<file path="src/rtl/port_wr_frontend_pkg.sv">
// Shared definitions for the port frontends and the scheduler.
// - Header field offsets: where destination and priority sit in the first packet word.
// - Write FSM state encoding.
package port_wr_frontend_pkg;

    localparam int unsigned DEST_LSB  = 0;
    localparam int unsigned DEST_W    = 4;
    localparam int unsigned PRIOR_LSB = 4;
    localparam int unsigned PRIOR_W   = 3;

    typedef enum logic [1:0] {
        StIdle,
        StHdr,
        StBody,
        StDrop
    } wr_state_e;

endpackage

</file>
<file path="src/rtl/wr_pkt_fifo.sv">
// Packet word FIFO with a working write pointer, a committed pointer and a read pointer.
// Words between cm_ptr and wr_ptr belong to the packet still being written. The reader
// never sees them, and a rollback discards them. A per-word eop flag marks packet ends.
// Ports:
//   clk_i, rst_i          clock, synchronous active-high reset
//   wr_en_i, wr_data_i    write one word at wr_ptr and advance wr_ptr
//   commit_i              flag wr_ptr-1 as end of packet and publish up to wr_ptr
//   rollback_i/_ptr_i     move wr_ptr back to the packet base
//   rd_ready_i            downstream ready; a read fires when committed data exists
//   wr_ptr_o, full_o      write-side status
//   rd_vld_o/data_o/eop_o registered read output
//   free_o                registered Depth - (wr_ptr - rd_ptr)
module wr_pkt_fifo #(
    parameter int unsigned DataWidth = 16,
    parameter int unsigned Depth     = 64,
    parameter int unsigned PtrW      = $clog2(Depth) + 1
) (
    input  logic                 clk_i,
    input  logic                 rst_i,
    input  logic                 wr_en_i,
    input  logic [DataWidth-1:0] wr_data_i,
    input  logic                 commit_i,
    input  logic                 rollback_i,
    input  logic [PtrW-1:0]      rollback_ptr_i,
    input  logic                 rd_ready_i,
    output logic [PtrW-1:0]      wr_ptr_o,
    output logic                 full_o,
    output logic                 rd_vld_o,
    output logic [DataWidth-1:0] rd_data_o,
    output logic                 rd_eop_o,
    output logic [PtrW-1:0]      free_o
);

    localparam int unsigned AddrW = PtrW - 1;

    logic [DataWidth-1:0] mem_q [Depth];
    logic [Depth-1:0]     eop_q;
    logic [PtrW-1:0]      wr_ptr_q, wr_ptr_d;
    logic [PtrW-1:0]      cm_ptr_q, cm_ptr_d;
    logic [PtrW-1:0]      rd_ptr_q, rd_ptr_d;
    logic [PtrW-1:0]      last_ptr;
    logic [PtrW-1:0]      free_d;
    logic                 rd_fire;

    assign full_o   = (wr_ptr_q - rd_ptr_q) == PtrW'(Depth);
    assign rd_fire  = rd_ready_i && (rd_ptr_q != cm_ptr_q);
    assign last_ptr = wr_ptr_q - PtrW'(1);
    assign wr_ptr_o = wr_ptr_q;

    always_comb begin
        wr_ptr_d = wr_ptr_q;
        if (rollback_i) begin
            wr_ptr_d = rollback_ptr_i;
        end else if (wr_en_i) begin
            wr_ptr_d = wr_ptr_q + PtrW'(1);
        end
        cm_ptr_d = commit_i ? wr_ptr_q : cm_ptr_q;
        rd_ptr_d = rd_fire ? rd_ptr_q + PtrW'(1) : rd_ptr_q;
        // Computed from next-state pointers so free_o tracks the pointers it describes.
        free_d   = PtrW'(Depth) - (wr_ptr_d - rd_ptr_d);
    end

    always_ff @(posedge clk_i) begin
        if (wr_en_i) begin
            mem_q[wr_ptr_q[AddrW-1:0]] <= wr_data_i;
        end
    end

    always_ff @(posedge clk_i) begin
        if (rst_i) begin
            wr_ptr_q  <= '0;
            cm_ptr_q  <= '0;
            rd_ptr_q  <= '0;
            eop_q     <= '0;
            rd_vld_o  <= 1'b0;
            rd_data_o <= '0;
            rd_eop_o  <= 1'b0;
            free_o    <= PtrW'(Depth);
        end else begin
            wr_ptr_q <= wr_ptr_d;
            cm_ptr_q <= cm_ptr_d;
            rd_ptr_q <= rd_ptr_d;
            free_o   <= free_d;
            // Set and clear never hit the same slot: the set targets an uncommitted word.
            if (rd_fire) begin
                eop_q[rd_ptr_q[AddrW-1:0]] <= 1'b0;
            end
            if (commit_i) begin
                eop_q[last_ptr[AddrW-1:0]] <= 1'b1;
            end
            if (rd_fire) begin
                rd_vld_o  <= 1'b1;
                rd_data_o <= mem_q[rd_ptr_q[AddrW-1:0]];
                rd_eop_o  <= eop_q[rd_ptr_q[AddrW-1:0]];
            end else begin
                rd_vld_o <= 1'b0;
                rd_eop_o <= 1'b0;
            end
        end
    end

endmodule

</file>
<file path="src/rtl/port_wr_frontend.sv">
// Ingress port frontend. It buffers packets from the write interface, and the transfer
// interface sees a packet only after its wr_eop commits it. Header fields go to the
// scheduler. Packets that overflow the FIFO or are cut short by a new wr_sop are dropped.
// Ports:
//   clk, rst                                   clock, synchronous active-high reset
//   wr_sop, wr_vld, wr_data, wr_eop            external write interface
//   xfer_ready, xfer_data_vld, xfer_data,
//   end_of_packet                              internal transfer interface
//   pkt_vld, pkt_dest, pkt_prior, pkt_words    commit pulse with header fields and length
//   pkt_drop                                   discard pulse
//   fifo_free                                  free FIFO words, uncommitted ones counted as used
module port_wr_frontend #(
    parameter int unsigned DATA_WIDTH = 16,
    parameter int unsigned DEPTH      = 64,
    parameter int unsigned PTR_W      = $clog2(DEPTH) + 1
) (
    input  logic                  clk,
    input  logic                  rst,
    input  logic                  wr_sop,
    input  logic                  wr_vld,
    input  logic [DATA_WIDTH-1:0] wr_data,
    input  logic                  wr_eop,
    input  logic                  xfer_ready,
    output logic                  xfer_data_vld,
    output logic [DATA_WIDTH-1:0] xfer_data,
    output logic                  end_of_packet,
    output logic                  pkt_vld,
    output logic [3:0]            pkt_dest,
    output logic [2:0]            pkt_prior,
    output logic [PTR_W-1:0]      pkt_words,
    output logic                  pkt_drop,
    output logic [PTR_W-1:0]      fifo_free
);

    import port_wr_frontend_pkg::*;

    wr_state_e          state_q;
    logic [PTR_W-1:0]   base_q;
    logic [DEST_W-1:0]  dest_q;
    logic [PRIOR_W-1:0] prior_q;
    logic [PTR_W-1:0]   wr_ptr;
    logic               full;
    logic               wr_en;
    logic               commit;
    logic               rollback;

    // A new sop outranks everything. Otherwise eop outranks a word in the same cycle.
    always_comb begin
        wr_en    = 1'b0;
        commit   = 1'b0;
        rollback = 1'b0;
        if (wr_sop) begin
            rollback = (state_q != StIdle);
        end else begin
            case (state_q)
                StHdr, StBody: begin
                    if (wr_eop) begin
                        commit = (state_q == StBody);
                    end else if (wr_vld) begin
                        rollback = full;
                        wr_en    = !full;
                    end
                end
                default: ;
            endcase
        end
    end

    always_ff @(posedge clk) begin
        if (rst) begin
            state_q   <= StIdle;
            base_q    <= '0;
            dest_q    <= '0;
            prior_q   <= '0;
            pkt_vld   <= 1'b0;
            pkt_dest  <= '0;
            pkt_prior <= '0;
            pkt_words <= '0;
            pkt_drop  <= 1'b0;
        end else begin
            pkt_vld  <= 1'b0;
            pkt_drop <= 1'b0;
            if (wr_sop) begin
                // On abort the rolled-back pointer equals base_q, so the base stays put.
                if (state_q == StIdle) begin
                    base_q <= wr_ptr;
                end else begin
                    pkt_drop <= 1'b1;
                end
                state_q <= StHdr;
            end else begin
                case (state_q)
                    StHdr: begin
                        if (wr_eop) begin
                            state_q <= StIdle;
                        end else if (rollback) begin
                            state_q <= StDrop;
                        end else if (wr_en) begin
                            dest_q  <= wr_data[DEST_LSB +: DEST_W];
                            prior_q <= wr_data[PRIOR_LSB +: PRIOR_W];
                            state_q <= StBody;
                        end
                    end
                    StBody: begin
                        if (commit) begin
                            pkt_vld   <= 1'b1;
                            pkt_dest  <= dest_q;
                            pkt_prior <= prior_q;
                            pkt_words <= wr_ptr - base_q;
                            state_q   <= StIdle;
                        end else if (rollback) begin
                            state_q <= StDrop;
                        end
                    end
                    StDrop: begin
                        if (wr_eop) begin
                            pkt_drop <= 1'b1;
                            state_q  <= StIdle;
                        end
                    end
                    default: ;
                endcase
            end
        end
    end

    wr_pkt_fifo #(
        .DataWidth (DATA_WIDTH),
        .Depth     (DEPTH),
        .PtrW      (PTR_W)
    ) u_fifo (
        .clk_i          (clk),
        .rst_i          (rst),
        .wr_en_i        (wr_en),
        .wr_data_i      (wr_data),
        .commit_i       (commit),
        .rollback_i     (rollback),
        .rollback_ptr_i (base_q),
        .rd_ready_i     (xfer_ready),
        .wr_ptr_o       (wr_ptr),
        .full_o         (full),
        .rd_vld_o       (xfer_data_vld),
        .rd_data_o      (xfer_data),
        .rd_eop_o       (end_of_packet),
        .free_o         (fifo_free)
    );

endmodule

</file>
<file path="config.mk">
export PLATFORM = sky130hd
export DESIGN_NAME = port_wr_frontend
export DESIGN_NICKNAME = d
export VERILOG_FILES = /design/src/rtl/port_wr_frontend_pkg.sv /design/src/rtl/wr_pkt_fifo.sv /design/src/rtl/port_wr_frontend.sv
export SDC_FILE = /design/constraint.sdc
export NUM_CORES = 1
export LEC_CHECK = 0
export CORE_MARGIN = 2
export CORE_UTILIZATION = 60
export DETAILED_ROUTE_END_ITERATION = 12
export HOLD_SLACK_MARGIN = 0.1
export PLACE_DENSITY_LB_ADDON = 0.1
export SYNTH_ARGS = -nofsm -noshare
export SYNTH_HDL_FRONTEND = slang
export SYNTH_HIERARCHICAL = 1
export SYNTH_SLANG_ARGS = --single-unit
</file>
<file path="constraint.sdc">
create_clock -name clk -period 7.7 [get_ports clk]
set_input_delay 1.54 -clock clk [delete_from_list [all_inputs] [get_ports clk]]
set_output_delay 1.54 -clock clk [all_outputs]
set_load 0.01 [all_outputs]
</file>
* Word level (Yosys, flattened, before mapping)
Memory sizes are Yosys's and may differ from the RTL's. A register that Yosys moved wholly into a read port is not among the register bits.
Index checks and enable logic that the tools add are counted.
** Storage, ports and cells
- Memories kept :: 1
- RAM bits :: 1024
- Flip-flop bits (word level) :: 126
- Bits of input ports :: 22
- Logic and storage cells :: 104
** Memory list
- u_fifo.mem_q :: words 64, bits a word 16, rd ports 1, clocked after Yosys merged registers in 1, wr ports 1, line wr_pkt_fifo.sv:36 : logic [DataWidth-1:0] mem_q [Depth];
** Operators by class
- Magnitude comparators :: 4
- Reduce and logical (&&, ||, !) cells :: 17
- $add $sub $neg :: 7
- Eq/ne operators :: 11
- Bitwise gates (word level) :: 8
- Mux-type cells :: 39
** Operator list (number)
- $mux 64 :: 3
- $and 64x64->64 :: 1
- $not 64->64 :: 1
- $or 64x64->64 :: 1
- $mux 1 :: 23
- $mux 7 :: 3
- $sub 7x7->7 :: 3
- $add 7x1->7 const B :: 2
- $lt 6x7->1 const B :: 2
- $demux 1 s6 :: 2
- $ge 6x1->1 const B :: 2
- $mux 2 :: 6
- $ne 4x3->1 const B :: 2
- $reduce_and 4->1 :: 2
- $eq 7x7->1 const B :: 1
- $ne 7x7->1 :: 1
- $sub 7x7->7 const A :: 1
- $bmux 1 s6 :: 1
- $pmux 2 s3 :: 1
- $reduce_or 2->1 :: 3
- $sub 6x1->6 const B :: 1
- $ne 5x4->1 const B :: 1
- $not 1->1 :: 5
- $reduce_and 5->1 :: 1
- other kinds (14) :: 17

* Logic depth before layout (Yosys ltp)
Gate-level depths: netlist (run 1).
- Depth in word-level cells :: 12
- Depth in mapped cells :: 28
- Gate-level depth less buffers :: 21

* Cells and area by module
The synthesis (run 1) kept the hierarchy.
** By module, submodules not included
- wr_pkt_fifo :: times used 1, area an instance 44811.7 um2, cells each 2731
- port_wr_frontend :: times used 1, area an instance 1614.0 um2, cells each 186

* Least setup slack after synthesis (run 1)
Ideal clock, no wire load.
- Kind :: register to register
- From :: register u_fifo.rd_ptr_q[1]
- To :: register u_fifo.free_o[6]
- Cell stages (with the launch flop) :: 29
- Arrival time :: 5360 ps
- Library setup time :: 72 ps
- Slack :: 2269 ps
- Cells stage by stage :: dfxtp_1 buf_2 buf_4 inv_1 buf_2 buf_2 buf_1 ha_1 nor2b_1 o21a_1 o21ai_0 a21oi_1 and3_1 o311a_1 inv_1 and2_1 clkbuf_1 and2_0 clkbuf_1 nand3_1 xor2_1 nor2_1 a21oi_1 ha_1 ha_1 a21oi_1 o21ai_0 xnor2_1 mux2i_1
** Between the ends
- Cells in the longest elaborated chain, start to end :: 11
- Elaborated cells on any way between the ends :: 19
- Those cells by class :: 4 x add/sub; 2 x eq/ne; 11 x mux; 2 x reduce/logical
** RTL lines
- start, declared :: line wr_pkt_fifo.sv:40 : logic [PtrW-1:0] rd_ptr_q, rd_ptr_d;
- start signal, assigned :: line wr_pkt_fifo.sv:82 : rd_ptr_q <= rd_ptr_d;
- $sub 7x7->7 :: line wr_pkt_fifo.sv:45 : assign full_o = (wr_ptr_q - rd_ptr_q) == PtrW'(Depth);
- $eq 7x7->1 :: line wr_pkt_fifo.sv:45
- named net full :: line port_wr_frontend.sv:42 : logic full;
- $logic_not 1->1 :: line port_wr_frontend.sv:61 : wr_en = !full;
- $mux 1 :: line port_wr_frontend.sv:59 : end else if (wr_vld) begin
- $mux 1 :: line port_wr_frontend.sv:57 : if (wr_eop) begin
- $mux 1 :: line port_wr_frontend.sv:55 : case (state_q)
- $mux 1 :: line port_wr_frontend.sv:52 : if (wr_sop) begin
- named net wr_en :: line port_wr_frontend.sv:43 : logic wr_en;
- $mux 7 :: line wr_pkt_fifo.sv:54 : end else if (wr_en_i) begin
- $mux 7 :: line wr_pkt_fifo.sv:52 : if (rollback_i) begin
- $sub 7x7->7 (2 in series) :: line wr_pkt_fifo.sv:60 : free_d = PtrW'(Depth) - (wr_ptr_d - rd_ptr_d);
- end signal, assigned :: line wr_pkt_fifo.sv:78 : free_o <= PtrW'(Depth);
- end signal, assigned :: line wr_pkt_fifo.sv:83 : free_o <= free_d;
- end, declared :: line wr_pkt_fifo.sv:31 : output logic [PtrW-1:0] free_o
The timed path passes the listed nets, and every way through them passes these cells.
A chain may end at the register's enable or synchronous reset.

* Final worst setup path (run 1)
- From :: register u_fifo.rd_ptr_q[2]
- To :: register u_fifo.free_o[6]
The elaborated chain is that of the path after synthesis.

==> impl_results.md, run 1 <==
* Syn nets at 2971
* Final hold violation count at 0
* Met3 WL post-DR at roughly 16 mm
* Fraction of layout cells with a size suffix above 1 at 0.1660
* Number of flip-flops in the largest register at 1024
* # IOs at 63
* Die height at 282.2 µm
* Commonest non-fill, non-tap cells in the layout: 1024 x edfxtp_1, 166 x nand2_1, 158 x nor2_1
* #FFs+latches synth at 1166
* Post-CTS setup buffer count at 0
* # DRC at 0
* Critical path launch point type: flop
* Fin Hold WS at 0.4580 ns
* DR top layer: met4
* Slew at the pin closest to its max-slew limit at 1.215 ns
* First-pass GRT wire length at 194.7 mm
* Met2 WL post-DR at between 60 and 70 mm
* TritonCTS clock tree: built
* Final setup fails at 0
* Critical path required time at between 8 and 9 ns
* Worst vdd ir at 0.1914 mV
* # resized after CTS at 0
* CTS H-tree depth at 3
* Core ar. at 77080 µm²
* Slew Limit Headroom at 0.1899
* Power Dens Cells at 243.1 nW/µm²
* Root Driver: clkbuf_16
* LEAKAGE at 16.39 nW
* Status: completed
* Synth Cell Area at 46430 µm²
* HP Class: reg2reg
* Port Buffers at 62
* Cell area after placement at 48380 µm²
* Vias in the first global route at around 27000
* Setup CP Type: reg2reg
* Max-slew violations at 0
* Crit path cell chain: inv_2 -> ha_1 -> o21a_1 -> o21ai_0 -> a21oi_1 -> and3_1 -> o311a_1 -> inv_1 -> and2_1 -> and2_0 -> nand3_1 -> xor2_1 -> nor2_1 -> a21oi_1 -> ha_1 -> ha_1 -> a21oi_1 -> o21ai_0 -> xnor2_1 -> mux2i_1
* Fin nets at around 3000
* RePlAce Congestion at 0.9388
* Gr ovfl total at 0
* Crit. End Element: flop
* Final Cycle Share at 0.7178
* Fmax at 180.9 MHz
* Clock-pin slew on the worst setup and hold paths at 0.06 ns
* Max stage delay cell, worst path: dfxtp_4
* Sequential area share after synthesis at 0.7236
* Die area at 79620 µm²
* Clock Sinks at ~1200
* Worst EP arrival at 6.13 ns
* Vias at ~29000
* Final std cells w/o fill at 4167
* ANT nets after route at 0
* Multi-input gate area at around 12000 µm²
* GRT Total Usage at 0.3446
* Tmin final at 5.527 ns
* Gate Count Post-Synth at 2917
* WL per Instance at 32.81 µm
* DR vias/cell at around 6.9
* CP peak stage delay at between 0.6 and 0.7 ns
* Largest net degree at the start of global routing at 112
* RSZ-0062 raised after global routing: no
* Synth Flop Type: edfxtp_1
* Area Overhead vs Synth at 12.30%
* Met1 Wirelength at 51.61 mm
* Iter 0 DRT Violations at approximately 4400
* Total wire length at 136.7 mm
* DP Wirelength at approximately 80 mm
* Fill count at 5335
* Skew final at just under 0.03 ns
* Register Area at between 30000 and 40000 µm²
* Post-synth EDFFs at 1024
* Initial core utilization at 0.6023
* Crit-path max FO at 34
* Ys async rst share at 0
* Std cell rows at 102
* Antenna violations before repair at 2
* Placed insts at around 4000
* Die Wd at 282.2 µm
* Fin area at 52140 µm²
* Avg Inst Size Synth at 15.92 µm²
* Synth Warn # at 6
* Cts bufs inserted at 113
* Max cap viols at 0
* Synth cell types at 79
* Clk buf depth at 3
* Commonest non-fill, non-tap cell in the layout: edfxtp_1
* Clk_lat worst skew at between 0.6 and 0.7 ns
* Final TNS setup at 0 ns
* # hold bufs at CTS at 0
* DRT Pass-1 Iters at 6
-- where the power goes --
group | leakage (nW) | total, mW | internal (mW) | switching, mW
logic | 4.20 | 0.205 | 0.0403 | 0.164
clock network | 1.84 | 5.59 | 3.24 | 2.35
registers | 10.3 | 6.88 | 6.87 | 0.00556
-- through the flow --
stage / setup slack (ns) / utilization / power (mW)
after floorplan: 2.269 / - / 7.074
after global placement: 2.264 / 0.6276 / 7.207
after detailed placement: 2.230 / 0.6276 / 7.215
after CTS: 2.218 / 0.6763 / 12.70
after global routing: 1.832 / 0.6763 / 12.97
final: 2.173 / 0.6763 / 12.67
-- Yosys cell counts (all sizes together), types with 4 or more instances --
cell type / instances / area share
nor2: 169 / 0.014
and2: 15 / 0.0020
a221o: 19 / 0.0041
o21ai: 141 / 0.015
a21o: 6 / 0.00097
a32oi: 6 / 0.0011
nand3b: 4 / 0.00092
o31a: 7 / 0.0013
o22a: 6 / 0.0011
o221ai: 7 / 0.0013
nand2: 166 / 0.013
xnor2: 19 / 0.0036
a31oi: 22 / 0.0030
xor2: 9 / 0.0017
nand4: 6 / 0.00081
a221oi: 103 / 0.019
a211oi: 15 / 0.0026
nor2b: 18 / 0.0024
mux4: 92 / 0.045
ha: 30 / 0.0081
o22ai: 63 / 0.0085
a22oi: 66 / 0.011
o311ai: 4 / 0.00075
o21a: 11 / 0.0018
a22o: 21 / 0.0040
and3: 6 / 0.00081
edfxtp: 1024 / 0.66
clkbuf: 81 / 0.0065
nor3: 17 / 0.0019
a21oi: 149 / 0.016
nand3: 37 / 0.0041
dfxtp: 142 / 0.061
a222oi: 10 / 0.0022
mux2: 78 / 0.019
buf: 108 / 0.013
inv: 29 / 0.0023
o211ai: 8 / 0.0013
o2bb2ai: 8 / 0.0015
mux2i: 141 / 0.030
nand2b: 11 / 0.0015
-- layout make-up --
type | instances | area share
Inverter | 29 | 0.002112
Clock buffer | 153 | 0.05985
Timing Repair Buffer | 184 | 0.02837
Tap cell | 1040 | 0.02496
Multi-Input combinational cell | 1533 | 0.2280
Clock inverter | 61 | 0.01212
Antenna cell | 1 | 0.00004800
Sequential cell | 1166 | 0.6445
-- critical path, delay by kind of cell (launching register included) --
kind                       cells  cell delay, ns
DFF                            1            0.69
and+or+nand+nor                5            1.19
buffers and inverters          2            0.52
AOI/OAI and AO/OA              7            1.30
muxes                          1            0.21
adders and majority gates      3            1.09
xor gates and xnor gates       2            0.42
-- layer usage --
metal / up-vias / GRT usage
li1: 11840 / -
met1: 14550 / 0.4815
met2: 1871 / 0.5213
met3: 383 / 0.07516
met4: 0 / 0.1667
met5: - / 0
-- cells by family (layout without fill, tap and decap cells) --
logic type | count (synthesis) | in the layout | share of synthesized area
and+or+nand+nor | 465 | 465 | 0.04442
buffers and inverters | 218 | 427 | 0.02194
DFF | 1166 | 1166 | 0.7236
adders and majority gates | 32 | 32 | 0.008948
muxes | 311 | 311 | 0.09395
xor gates and xnor gates | 28 | 28 | 0.005282
other | 0 | 1 | 0
AOI/OAI and AO/OA | 697 | 697 | 0.1019
-- path summary, 6_finish.rpt --
check / to / cells after the start / start / slack (ns)
worst max-delay path: u_fifo/free_o[6] / 20 / u_fifo/rd_ptr_q[2] / 2.17
worst max register to register: u_fifo/free_o[6] / 20 / u_fifo/rd_ptr_q[2] / 2.17
worst min register to register: pkt_words[4] / 2 / pkt_words[4] / 0.46
worst min-delay path: pkt_words[4] / 2 / pkt_words[4] / 0.46
No activity file was read; power rests on OpenSTA's default activity.
==> run 2, diff against run 1 <==
==> constraint.sdc (replaced) <==
create_clock -name clk -period 5.1 [get_ports clk]
set_input_delay 1.02 -clock clk [delete_from_list [all_inputs] [get_ports clk]]
set_output_delay 1.02 -clock clk [all_outputs]
set_load 0.01 [all_outputs]
==> impl_results.md, run 2 (synthesis results as in run 1) <==
* Setup CP Type: reg2reg
* Net Sw Frac at 0.1998 (+0.0009813)
* Fin area at 52580 µm² (+0.85%)
* Std cell rows at 102 (unchanged)
* ANT nets after route at 0 (unchanged)
* Commonest non-fill, non-tap cells in the layout: 1024 x edfxtp_1, 166 x nand2_1, 165 x buf_4
* Area Overhead vs Synth at 13.25%
* GRT met2 Usage at 0.5319 (+0.01065)
* Tmin final at 4.774 ns (-0.7533 ns)
* Clock Sinks at 1166 (unchanged)
* Root Driver: clkbuf_16
* Fin Hold WS at 0.4485 ns (-0.009477 ns)
* DP Wirelength at 83.61 mm (+4.2%)
* Max cap viols at 0 (unchanged)
* Worst EP arrival at 5.35 ns (-0.78 ns)
* # hold bufs at CTS at 0 (unchanged)
* DRT Pass-1 Iters at 7 (+1)
* Max-slew violations at 0 (unchanged)
* Iter 0 DRT Violations at 4590 (+5.3%)
* Final TNS setup at 0 ns (unchanged)
* Cell area after placement at 48810 µm² (+0.89%)
* CTS H-tree depth at 3 (unchanged)
* Vias in the first global route at 28410 (+3.8%)
* Critical path required time at 5.68 ns (-2.63 ns)
* Grt met1 use at 0.4995 (+0.01808)
* FF-to-FF setup slack at 0.33 ns (-1.85 ns)
* Die area at 79620 µm² (unchanged)
* Crit-path max FO at 7 (-79%)
* Initial core utilization at 0.6023 (unchanged)
* Fraction of layout cells with a size suffix above 1 at 0.1785 (+0.01250)
* RSZ-0062 raised after global routing: no
* Worst vdd ir at 0.3325 mV (+74%)
* Port Buffers at 62 (unchanged)
* Final hold violation count at 0 (unchanged)
* RePlAce Congestion at 0.9370 (-0.19%)
* # IOs at 63 (unchanged)
* Skew final at 0.03933 ns (+0.009899 ns)
* Placed insts at 4001 (+1.2%)
* Comb power frac at 0.017 (about the same)
* DR vias/cell at 6.931 (+0.85%)
* Crit. End Element: flop
* Number of flip-flops in the largest register at 1024 (unchanged)
* Power Dens Cells at 362.6 nW/µm² (+49%)
* PnR Total Power at 19.07 mW (+50%)
* Fmax at 209.5 MHz (+16%)
* TritonCTS clock tree: built
* Commonest non-fill, non-tap cell in the layout: edfxtp_1
* Die Wd at 282.2 µm (unchanged)
* First-pass GRT wire length at 201.8 mm (+3.6%)
* GRT Total Usage at 0.3579 (+0.01327)
* Internal power at 15.26 mW (+50%)
* Final Cycle Share at 0.9360 (+0.2182)
* Clk_lat worst skew at 0.70 ns (about the same)
* Total wire length at 140.4 mm (+2.7%)
* LEAKAGE at 16.65 nW (+1.6%)
* Slew Limit Headroom at 0.2204 (+0.03053)
* Cts bufs inserted at 116 (+2.7%)
* Core Util, Final at 0.6821 (+0.005730)
* Status: completed
* Gr ovfl total at 0 (unchanged)
* Final std cells w/o fill at 4221 (+1.3%)
* Met3 Use GR at 0.1012 (+0.02602)
* Final setup fails at 0 (unchanged)
* Clock-pin slew on the worst setup and hold paths at 0.06 ns (about the same)
* Critical path launch point type: flop
* Pre-CTS setup slack at 0.2453 ns (-1.984 ns)
* Antenna violations before repair at 3 (+1)
* # DRC at 0 (unchanged)
* Core ar. at 77080 µm² (unchanged)
* Fin nets at 3133 (+1.7%)
* Vias at 29260 (+2.2%)
* Switching Power at 3.809 mW (+51%)
* Largest net degree at the start of global routing at 103 (-8.0%)
* WL per Instance at 33.25 µm (+1.4%)
* Slew at the pin closest to its max-slew limit at 1.157 ns (-0.05802 ns)
* HP Class: reg2reg
* Clk buf depth at 3 (unchanged)
* Clock share of power at 0.439 (-0.002)
* Post-route setup slack at 0.3262 ns (-1.847 ns)
* Post-CTS setup buffer count at 0 (unchanged)
* Die height at 282.2 µm (unchanged)
* Reg power frac at 0.545 (+0.002)
* Gr busiest metal: met2
## run 2: changes by cell type in the layout (fill, tap and decap cells not counted), sizes merged
| cell | previous run | this run |
|---|---|---|
| diode | 1 | 5 |
| clkinvlp | 4 | 2 |
| clkinv | 41 | 46 |
| clkbuf | 153 | 159 |
| inv | 33 | 30 |
| bufinv | 12 | 7 |
| buf | 139 | 188 |
## run 2: power by group through the flow
stage / clock network, mW / logic [mW] / registers [mW]
4_1_cts: 8.43 / 0.311 / 10.4
2_1_floorplan: 0 / 0.0929 / 10.6
5_1_grt: 8.81 / 0.336 / 10.4
6_report: 8.37 / 0.317 / 10.4
3_5_place_dp: 0 / 0.311 / 10.6
3_3_place_gp: 0 / 0.299 / 10.6
## run 2: routing by layer
metal	vias to the layer above	wire (µm)
li1	11980	-
met1	14850	53230
met2	2043	62710
met3	383	17480
met4	4	6912
met5	-	23
## run 2: timing repair
action                     4_1_cts  5_1_grt
gates resized for setup          0        4
setup endpoints to repair        0        2
hold endpoints to repair         0        0
## run 2: final timing paths
check	startpoint	end	cells after the start
max	u_fifo/rd_ptr_q[1]	u_fifo/free_o[6]	21
min reg2reg	pkt_words[4]	pkt_words[4]	2
min	pkt_words[4]	pkt_words[4]	2
max reg2reg	u_fifo/rd_ptr_q[1]	u_fifo/free_o[6]	21
## run 2: final cells by class
cell class | count | area [µm²]
Timing Repair Buffer | 233 | 1909
Multi-Input combinational cell | 1533 | 11900
Tap cell | 1040 | 1301
Clock inverter | 56 | 471.7
Inverter | 29 | 110.1
Sequential cell | 1166 | 33600
Fill cell | 5180 | 24510
Clock buffer | 159 | 3271
Antenna cell | 5 | 12.51
## run 2: critical path: stages, from the launching register on
cell and delay, ns:
dfxtp_4 0.35, clkinv_2 0.05, ha_1 0.27, nor2b_1 0.13, o21a_1 0.16, o21ai_0 0.21
a21oi_1 0.15, nor4bb_1 0.38, o311a_1 0.30, inv_1 0.12, and2_2 0.26, and2_2 0.27
nand3_2 0.12, xor2_1 0.15, nor2_1 0.06, a21oi_1 0.21, ha_1 0.28, ha_1 0.32
a21oi_1 0.21, o21ai_0 0.15, xnor2_1 0.25, mux2i_1 0.24
